--- src/rtl/fpu_issue_if.sv ---
// Command/response handshake bundle between a requester and fpu_issue_ctrl.
// The FP operand width follows STD, which must match the controller's STD.
interface fpu_issue_if #(
    parameter int STD = 15
);
    logic         req_valid;
    logic         req_ready;
    logic [4:0]   req_op;
    logic         req_uns;
    logic [2:0]   req_frm;
    logic [STD:0] req_a;
    logic [STD:0] req_b;
    logic [STD:0] req_c;
    logic [31:0]  req_int;

    logic         rsp_valid;
    logic         rsp_ready;
    logic [STD:0] rsp_fp;
    logic [31:0]  rsp_int;
    logic [4:0]   rsp_flags;

    modport master (
        output req_valid, req_op, req_uns, req_frm, req_a, req_b, req_c, req_int, rsp_ready,
        input  req_ready, rsp_valid, rsp_fp, rsp_int, rsp_flags
    );

    modport slave (
        input  req_valid, req_op, req_uns, req_frm, req_a, req_b, req_c, req_int, rsp_ready,
        output req_ready, rsp_valid, rsp_fp, rsp_int, rsp_flags
    );
endinterface

--- src/rtl/fpu_issue_ctrl.sv ---
// Single-outstanding issue controller for a fixed-latency FPU: accepts a command,
// pulses the one-hot op for one cycle, waits LAT cycles, captures and holds the result.
module fpu_issue_ctrl #(
    parameter int STD = 15,
    parameter int LAT = 2
) (
    input  logic         clk,
    input  logic         rst,
    fpu_issue_if.slave   bus,

    output logic [STD:0] Operand_A_w,
    output logic [STD:0] Operand_B_w,
    output logic [STD:0] Operand_C_w,
    output logic [2:0]   frm_w,
    output logic [23:0]  sfpu_op_w,
    output logic [27:0]  vfpu_op_w,
    output logic [2:0]   fpu_sel_w,
    output logic [31:0]  Operand_Int_w,

    input  logic [STD:0] FPU_resultant,
    input  logic [31:0]  FPU_Result_rd,
    input  logic [4:0]   S_Flags,
    input  logic         Exception_flag,

    output logic [4:0]   fflags,
    input  logic         fflags_clr,
    output logic         busy
);

    localparam int       CW            = (LAT > 1) ? $clog2(LAT) : 1;
    localparam logic [CW-1:0] CNT_LOAD = CW'(LAT - 1);
    localparam logic [4:0] LAST_OP     = 5'd21;
    localparam logic [4:0] ILLEGAL_FL  = 5'b10000;

    typedef enum logic [1:0] {
        IDLE,
        ISSUE,
        WAIT,
        RESP
    } state_t;

    state_t        state;
    logic [CW-1:0] cnt;
    logic          exc_q;
    logic          exc_unused;

    // The sampled exception is kept for observability only; reported flags come from S_Flags.
    assign exc_unused = exc_q;

    // Conversion ops 14/15 carry an extra signedness bit: 22 for unsigned, 23 for signed.
    function automatic logic [23:0] decode_op(input logic [4:0] op, input logic uns);
        logic [23:0] v;
        v = 24'(1) << op;
        if (op == 5'd14 || op == 5'd15) begin
            v[uns ? 22 : 23] = 1'b1;
        end
        return v;
    endfunction

    assign bus.req_ready = (state == IDLE) && !rst;
    assign bus.rsp_valid = (state == RESP);
    assign busy          = (state != IDLE);
    assign vfpu_op_w     = '0;
    assign fpu_sel_w     = '0;

    // NOTE: all state here uses non-blocking assignments; a later assignment to the same
    // register in this block (fflags on capture) deliberately overrides an earlier one.
    always_ff @(posedge clk) begin
        if (rst) begin
            state         <= IDLE;
            cnt           <= '0;
            exc_q         <= 1'b0;
            Operand_A_w   <= '0;
            Operand_B_w   <= '0;
            Operand_C_w   <= '0;
            frm_w         <= '0;
            sfpu_op_w     <= '0;
            Operand_Int_w <= '0;
            bus.rsp_fp    <= '0;
            bus.rsp_int   <= '0;
            bus.rsp_flags <= '0;
            fflags        <= '0;
        end else begin
            if (fflags_clr) begin
                fflags <= '0;
            end

            case (state)
                IDLE: begin
                    if (bus.req_valid) begin
                        Operand_A_w   <= bus.req_a;
                        Operand_B_w   <= bus.req_b;
                        Operand_C_w   <= bus.req_c;
                        frm_w         <= bus.req_frm;
                        Operand_Int_w <= bus.req_int;
                        if (bus.req_op <= LAST_OP) begin
                            sfpu_op_w <= decode_op(bus.req_op, bus.req_uns);
                            state     <= ISSUE;
                        end else begin
                            // Illegal op: answer immediately with an invalid-operation flag.
                            bus.rsp_fp    <= '0;
                            bus.rsp_int   <= '0;
                            bus.rsp_flags <= ILLEGAL_FL;
                            fflags        <= fflags_clr ? ILLEGAL_FL : (fflags | ILLEGAL_FL);
                            state         <= RESP;
                        end
                    end
                end

                ISSUE: begin
                    sfpu_op_w <= '0;
                    cnt       <= CNT_LOAD;
                    state     <= WAIT;
                end

                WAIT: begin
                    if (cnt == CNT_LOAD) begin
                        exc_q <= Exception_flag;
                    end
                    if (cnt == '0) begin
                        bus.rsp_fp    <= FPU_resultant;
                        bus.rsp_int   <= FPU_Result_rd;
                        bus.rsp_flags <= S_Flags;
                        fflags        <= fflags_clr ? S_Flags : (fflags | S_Flags);
                        state         <= RESP;
                    end else begin
                        cnt <= cnt - 1'b1;
                    end
                end

                RESP: begin
                    if (bus.rsp_ready) begin
                        state <= IDLE;
                    end
                end

                default: state <= IDLE;
            endcase
        end
    end

endmodule

--- src/flat_wrapper.sv ---
// flat-port wrapper written by rule: the top's interface ports become plain ports
module fpu_issue_ctrl_flat 
#(
    parameter int STD = 15,
    parameter int LAT = 2
)
  (clk, rst, Operand_A_w, Operand_B_w, Operand_C_w, frm_w, sfpu_op_w, vfpu_op_w, fpu_sel_w, Operand_Int_w, FPU_resultant, FPU_Result_rd, S_Flags, Exception_flag, fflags, fflags_clr, busy, bus_req_valid, bus_req_op, bus_req_uns, bus_req_frm, bus_req_a, bus_req_b, bus_req_c, bus_req_int, bus_rsp_ready, bus_req_ready, bus_rsp_valid, bus_rsp_fp, bus_rsp_int, bus_rsp_flags);
  fpu_issue_if #(.STD(STD)) bus_i ();
  input  logic clk;
  input  logic rst;
  output logic [STD:0] Operand_A_w;
  output logic [STD:0] Operand_B_w;
  output logic [STD:0] Operand_C_w;
  output logic [2:0] frm_w;
  output logic [23:0] sfpu_op_w;
  output logic [27:0] vfpu_op_w;
  output logic [2:0] fpu_sel_w;
  output logic [31:0] Operand_Int_w;
  input  logic [STD:0] FPU_resultant;
  input  logic [31:0] FPU_Result_rd;
  input  logic [4:0] S_Flags;
  input  logic Exception_flag;
  output logic [4:0] fflags;
  input  logic fflags_clr;
  output logic busy;
  input wire logic [$bits(bus_i.req_valid)-1:0] bus_req_valid;
  input wire logic [$bits(bus_i.req_op)-1:0] bus_req_op;
  input wire logic [$bits(bus_i.req_uns)-1:0] bus_req_uns;
  input wire logic [$bits(bus_i.req_frm)-1:0] bus_req_frm;
  input wire logic [$bits(bus_i.req_a)-1:0] bus_req_a;
  input wire logic [$bits(bus_i.req_b)-1:0] bus_req_b;
  input wire logic [$bits(bus_i.req_c)-1:0] bus_req_c;
  input wire logic [$bits(bus_i.req_int)-1:0] bus_req_int;
  input wire logic [$bits(bus_i.rsp_ready)-1:0] bus_rsp_ready;
  output wire logic [$bits(bus_i.req_ready)-1:0] bus_req_ready;
  output wire logic [$bits(bus_i.rsp_valid)-1:0] bus_rsp_valid;
  output wire logic [$bits(bus_i.rsp_fp)-1:0] bus_rsp_fp;
  output wire logic [$bits(bus_i.rsp_int)-1:0] bus_rsp_int;
  output wire logic [$bits(bus_i.rsp_flags)-1:0] bus_rsp_flags;
  assign bus_i.req_valid = bus_req_valid;
  assign bus_i.req_op = bus_req_op;
  assign bus_i.req_uns = bus_req_uns;
  assign bus_i.req_frm = bus_req_frm;
  assign bus_i.req_a = bus_req_a;
  assign bus_i.req_b = bus_req_b;
  assign bus_i.req_c = bus_req_c;
  assign bus_i.req_int = bus_req_int;
  assign bus_i.rsp_ready = bus_rsp_ready;
  assign bus_req_ready = bus_i.req_ready;
  assign bus_rsp_valid = bus_i.rsp_valid;
  assign bus_rsp_fp = bus_i.rsp_fp;
  assign bus_rsp_int = bus_i.rsp_int;
  assign bus_rsp_flags = bus_i.rsp_flags;
  fpu_issue_ctrl #(.STD(STD), .LAT(LAT)) u_core (.clk(clk), .rst(rst), .bus(bus_i), .Operand_A_w(Operand_A_w), .Operand_B_w(Operand_B_w), .Operand_C_w(Operand_C_w), .frm_w(frm_w), .sfpu_op_w(sfpu_op_w), .vfpu_op_w(vfpu_op_w), .fpu_sel_w(fpu_sel_w), .Operand_Int_w(Operand_Int_w), .FPU_resultant(FPU_resultant), .FPU_Result_rd(FPU_Result_rd), .S_Flags(S_Flags), .Exception_flag(Exception_flag), .fflags(fflags), .fflags_clr(fflags_clr), .busy(busy));
endmodule
--- config.mk ---
export PLATFORM = sky130hd
export DESIGN_NAME = fpu_issue_ctrl_flat
export DESIGN_NICKNAME = d
export VERILOG_FILES = /design/src/rtl/fpu_issue_if.sv /design/src/rtl/fpu_issue_ctrl.sv /design/src/flat_wrapper.sv
export SDC_FILE = /design/constraint.sdc
export NUM_CORES = 1
export LEC_CHECK = 0
export ABC_AREA = 0
export BUFFER_PORTS_ARGS = -buffer_cell sky130_fd_sc_hd__buf_2
export CAP_MARGIN = 20
export CORE_AREA = 2 2 133 135
export DETAILED_ROUTE_END_ITERATION = 10
export DIE_AREA = 0 0 135 137
export GPL_TIMING_DRIVEN = 0
export PLACE_DENSITY_LB_ADDON = 0.08
export SYNTH_ARGS = -nofsm -noshare
export SYNTH_HDL_FRONTEND = slang
export SYNTH_SLANG_ARGS = --single-unit
--- constraint.sdc ---
create_clock -name clk -period 3.1 [get_ports clk]
set_input_delay 0.465 -clock clk [delete_from_list [all_inputs] [get_ports clk]]
set_output_delay 0.465 -clock clk [all_outputs]
set_load 0.02 [all_outputs]
==> results_dict.tcl <==
set metrics [dict create \
    place_area_mm2 0.008823 \
    multi_input_area_mm2 0.002848 \
    clockBufferDepth 2 \
    r2r_end "u_core.bus.rsp_flags[3]" \
    critPathMaxFanout 10 \
    worst_path_max_delay_cell "clkbuf_1" \
    grt_busiest_layer "met2" \
    gr-usage-all-layers_pct 21.36 \
    critical_path.cell_chain "buf_2 -> clkbuf_1 -> clkbuf_1 -> nor2_1 -> buf_2" \
    synth_xor_area_share_pct 0 \
    synth-simple-area-share_pct 18.47 \
    seq_area_mm2 0.003363 \
    grt_max_degree 18 \
    clockRootBuffer "clkbuf_16" \
    grt_pass1_wl_mm 30.82 \
    start_kind "input port" \
    use_met1_pct 25.08 \
    drtAntennaViolNets 0 \
    drc 0 \
    worstSetupPathType "input port to output pin" \
    wl_mm 20.96 \
    r2r-start "u_core.state[1]" \
    rr_worst_depth 7 \
    crit_buf_inv 4 \
    finalWorstPathRequiredPeriod_ns 2.284 \
    port_buffers 313 \
    crit_path_end "bus_req_ready" \
    hold_viol_final 0 \
    dp_hpwl_mm 16.14 \
    antenna_found_initial 3 \
    grtUsageMet2_pct 35.45 \
    netlist_area_mm2 0.006863 \
    globalRouteMet3Util_pct 7.296 \
    max_slew_margin_pct 57.76 \
    crit_family "buffers and inverters" \
    synth_cells 810 \
    outcome "finished clean" \
    synth-compound-area-share_pct 17.39 \
    drive_gt1_share_pct 35.19 \
    start_util_pct 40.24 \
    synth_top_family_by_area "simple AND/OR/NAND/NOR gates" \
    drv_cap 0 \
    postLayoutCoreUtil_pct 55.18 \
    finalSetupViolCount 0 \
    worstMarginPinSlew_ns 0.6336 \
    vias_per_cell 4.661 \
    fmax_mhz 437.9 \
    final_cell_area_mm2 0.009412 \
    nNetsFinal 1324 \
    slowest_delay_ns 0.48 \
    skew_ns 0.008036 \
    cts_buffers 17 \
    rsz0062_at_grt "no" \
    period_share_pct 73.67 \
    die_x_um 135 \
    reg2reg_slack_ns 1.08 \
    fill_cells 1704 \
    cts.sinks 168 \
    ys_types 40 \
    die_area_mm2 0.01850 \
    area_growth_pct 37.14 \
    ir_worst_vdd_mv 0.4198 \
    clkTransAtPathRegs_ns 0.07 \
    ys_seq_area_share_pct 49.01 \
    cts_setup_buffers 0 \
    crit_path_end_kind "output pin" \
    cts_hold_buf 0 \
    core_area_mm2 0.01706 \
    htreeDepth 4 \
    setup-tns-final_ns 0 \
    overflow 0 \
    clkLatencyLatePin_ns 0.43 \
    yosysWarnings 0 \
    pin_count 347 \
    place_congestion 0.8073 \
    drt-pass1-iter-count 4 \
    crit_start "rst" \
    synthAdderAreaFrac_pct 0.7293 \
    num_vias 6581 \
    power.leakage_nw 4.354 \
    ys_seq_elements 168 \
    required_ns 2.63 \
    synthMuxAreaShare_pct 3.209 \
    finalMaxSlewViolations 0 \
    rows 48 \
    syn_avg_cell_area_um2 8.473 \
    grt_pass1_vias 6082 \
    cp.depth 5 \
    cts_resized 0 \
    drt_iter0_drc 225 \
    hold_class "input port to register" \
    crit_arrival_ns 1.82 \
    cts_tree "built" \
    die_h_um 137 \
    powerDensity_mw_per_mm2 781.3 \
    routedWlPerCell_um 14.85 \
]
worst min-delay path: cells and delay by family:
family                 cells  cell delay (ns)
buffers and inverters      1             0.10
AOI/OAI and AO/OA          1             0.05
and+or+nand+nor            1             0.05
stage by stage:
step	setup slack [ns]	hold WS, ns	cells	power (mW)
after floorplan	1.367	0.4920	840	4.489
after global placement	0.7810	0.4393	1378	5.296
after detailed placement	0.7683	0.4439	1378	5.308
after CTS	0.7635	0.2512	1410	7.425
after global routing	0.7261	0.2650	1412	7.749
final	0.8164	0.2698	1412	7.354
how the worst min path moves through the flow:
stage                           from                endpoint  slack (ns)  cells after the start
2_1_floorplan             u_core.cnt              u_core.cnt        0.49                      2
3_3_place_gp   u_core.Operand_B_w[4]   u_core.Operand_B_w[4]        0.44                      2
3_5_place_dp   u_core.Operand_C_w[9]   u_core.Operand_C_w[9]        0.44                      2
4_1_cts                 bus_req_c[2]   u_core.Operand_C_w[2]        0.25                      3
5_1_grt                 bus_req_c[2]   u_core.Operand_C_w[2]        0.27                      3
6_report               bus_req_b[14]  u_core.Operand_B_w[14]        0.27                      3
area by class of cell:
class / instances / area share, %
multi-input combinational: 525 / 30.26
antenna: 2 / 0.05318
tap: 225 / 2.991
sequential: 168 / 35.74
clock inverter: 14 / 1.635
buffer: 94 / 6.009
clock buffer: 18 / 4.560
timing repair buffer: 313 / 16.64
inverter: 53 / 2.114
kinds of logic (layout without fill, tap and decap cells):
| kind of cell | count (synthesis) | in the layout |
|---|---|---|
| AOI/OAI and AO/OA | 165 | 165 |
| adders and majority gates | 4 | 4 |
| buffers and inverters | 147 | 492 |
| DFF | 168 | 168 |
| muxes | 22 | 22 |
| other | 1 | 33 |
| and+or+nand+nor | 303 | 303 |
registers in the layout (all words and copies together), names as in the netlist:
register and count:
u_core.Operand_A_w 16, u_core.Operand_B_w 16, u_core.Operand_C_w 16, u_core.Operand_Int_w 32, u_core.bus.rsp_flags 5, u_core.bus.rsp_fp 16, u_core.bus.rsp_int 32, u_core.cnt 1
u_core.fflags 5, u_core.frm_w 3, u_core.sfpu_op_w 24, u_core.state 2
placed cells by master, fill, tap and decap left out, types with 2 or more instances in the layout:
| cell type | count |
|---|---|
| o32ai_2 | 10 |
| inv_8 | 5 |
| a32oi_1 | 2 |
| nand2_1 | 249 |
| buf_4 | 33 |
| dfxtp_1 | 168 |
| nor2_1 | 5 |
| nand3_1 | 18 |
| inv_6 | 5 |
| nand4_1 | 2 |
| clkbuf_16 | 17 |
| ha_1 | 4 |
| buf_6 | 10 |
| and3_1 | 2 |
| buf_2 | 324 |
| a211oi_1 | 2 |
| clkinvlp_4 | 2 |
| o211ai_1 | 4 |
| a211oi_2 | 2 |
| mux2i_1 | 22 |
| and2_1 | 2 |
| nand2b_1 | 8 |
| buf_1 | 3 |
| inv_1 | 52 |
| nand4b_1 | 5 |
| diode_2 | 2 |
| a21oi_1 | 90 |
| nor2b_1 | 7 |
| clkbuf_1 | 38 |
| conb_1 | 31 |
| a31oi_1 | 4 |
| o32ai_1 | 42 |
| a311oi_1 | 3 |
Yosys cell counts (all sizes together):
cell type | number | share of area [%]
nand2 | 249 | 14
dfxtp | 168 | 49
a21oi | 90 | 6.6
buf | 57 | 6.2
inv | 53 | 2.9
o32ai | 52 | 7.7
clkbuf | 37 | 2.0
mux2i | 22 | 3.2
nand3 | 18 | 1.3
nand2b | 8 | 0.73
nor2b | 8 | 0.84
nand4b | 5 | 0.64
nor2 | 5 | 0.27
a211oi | 4 | 0.58
a31oi | 4 | 0.36
ha | 4 | 0.73
o211ai | 4 | 0.44
a311oi | 3 | 0.38
a32oi | 2 | 0.26
and2 | 2 | 0.18
and3 | 2 | 0.18
nand4 | 2 | 0.18
nor3 | 2 | 0.22
a211o | 1 | 0.13
a21boi | 1 | 0.16
a21o | 1 | 0.11
a221oi | 1 | 0.38
a31o | 1 | 0.13
and4bb | 1 | 0.18
conb | 1 | 0.055
nand3b | 1 | 0.11
o221a | 1 | 0.16
power breakdown:
part	switching [mW]	internal (mW)	total, mW	leakage (nW)
registers	0.153	2.46	2.62	1.37
logic	1.69	0.938	2.63	2.70
clock network	0.962	1.15	2.11	0.282
per-layer routing:
metal  routed length (um)  part of all wire [%]  vias up
li1                     -                     -     3383
met1                 8709                    42     2891
met2                 9749                    47      263
met3                 1925                   9.2       42
met4                  565                   2.7        2
met5                   13                 0.062        -
No activity file was read; power rests on OpenSTA's default activity.
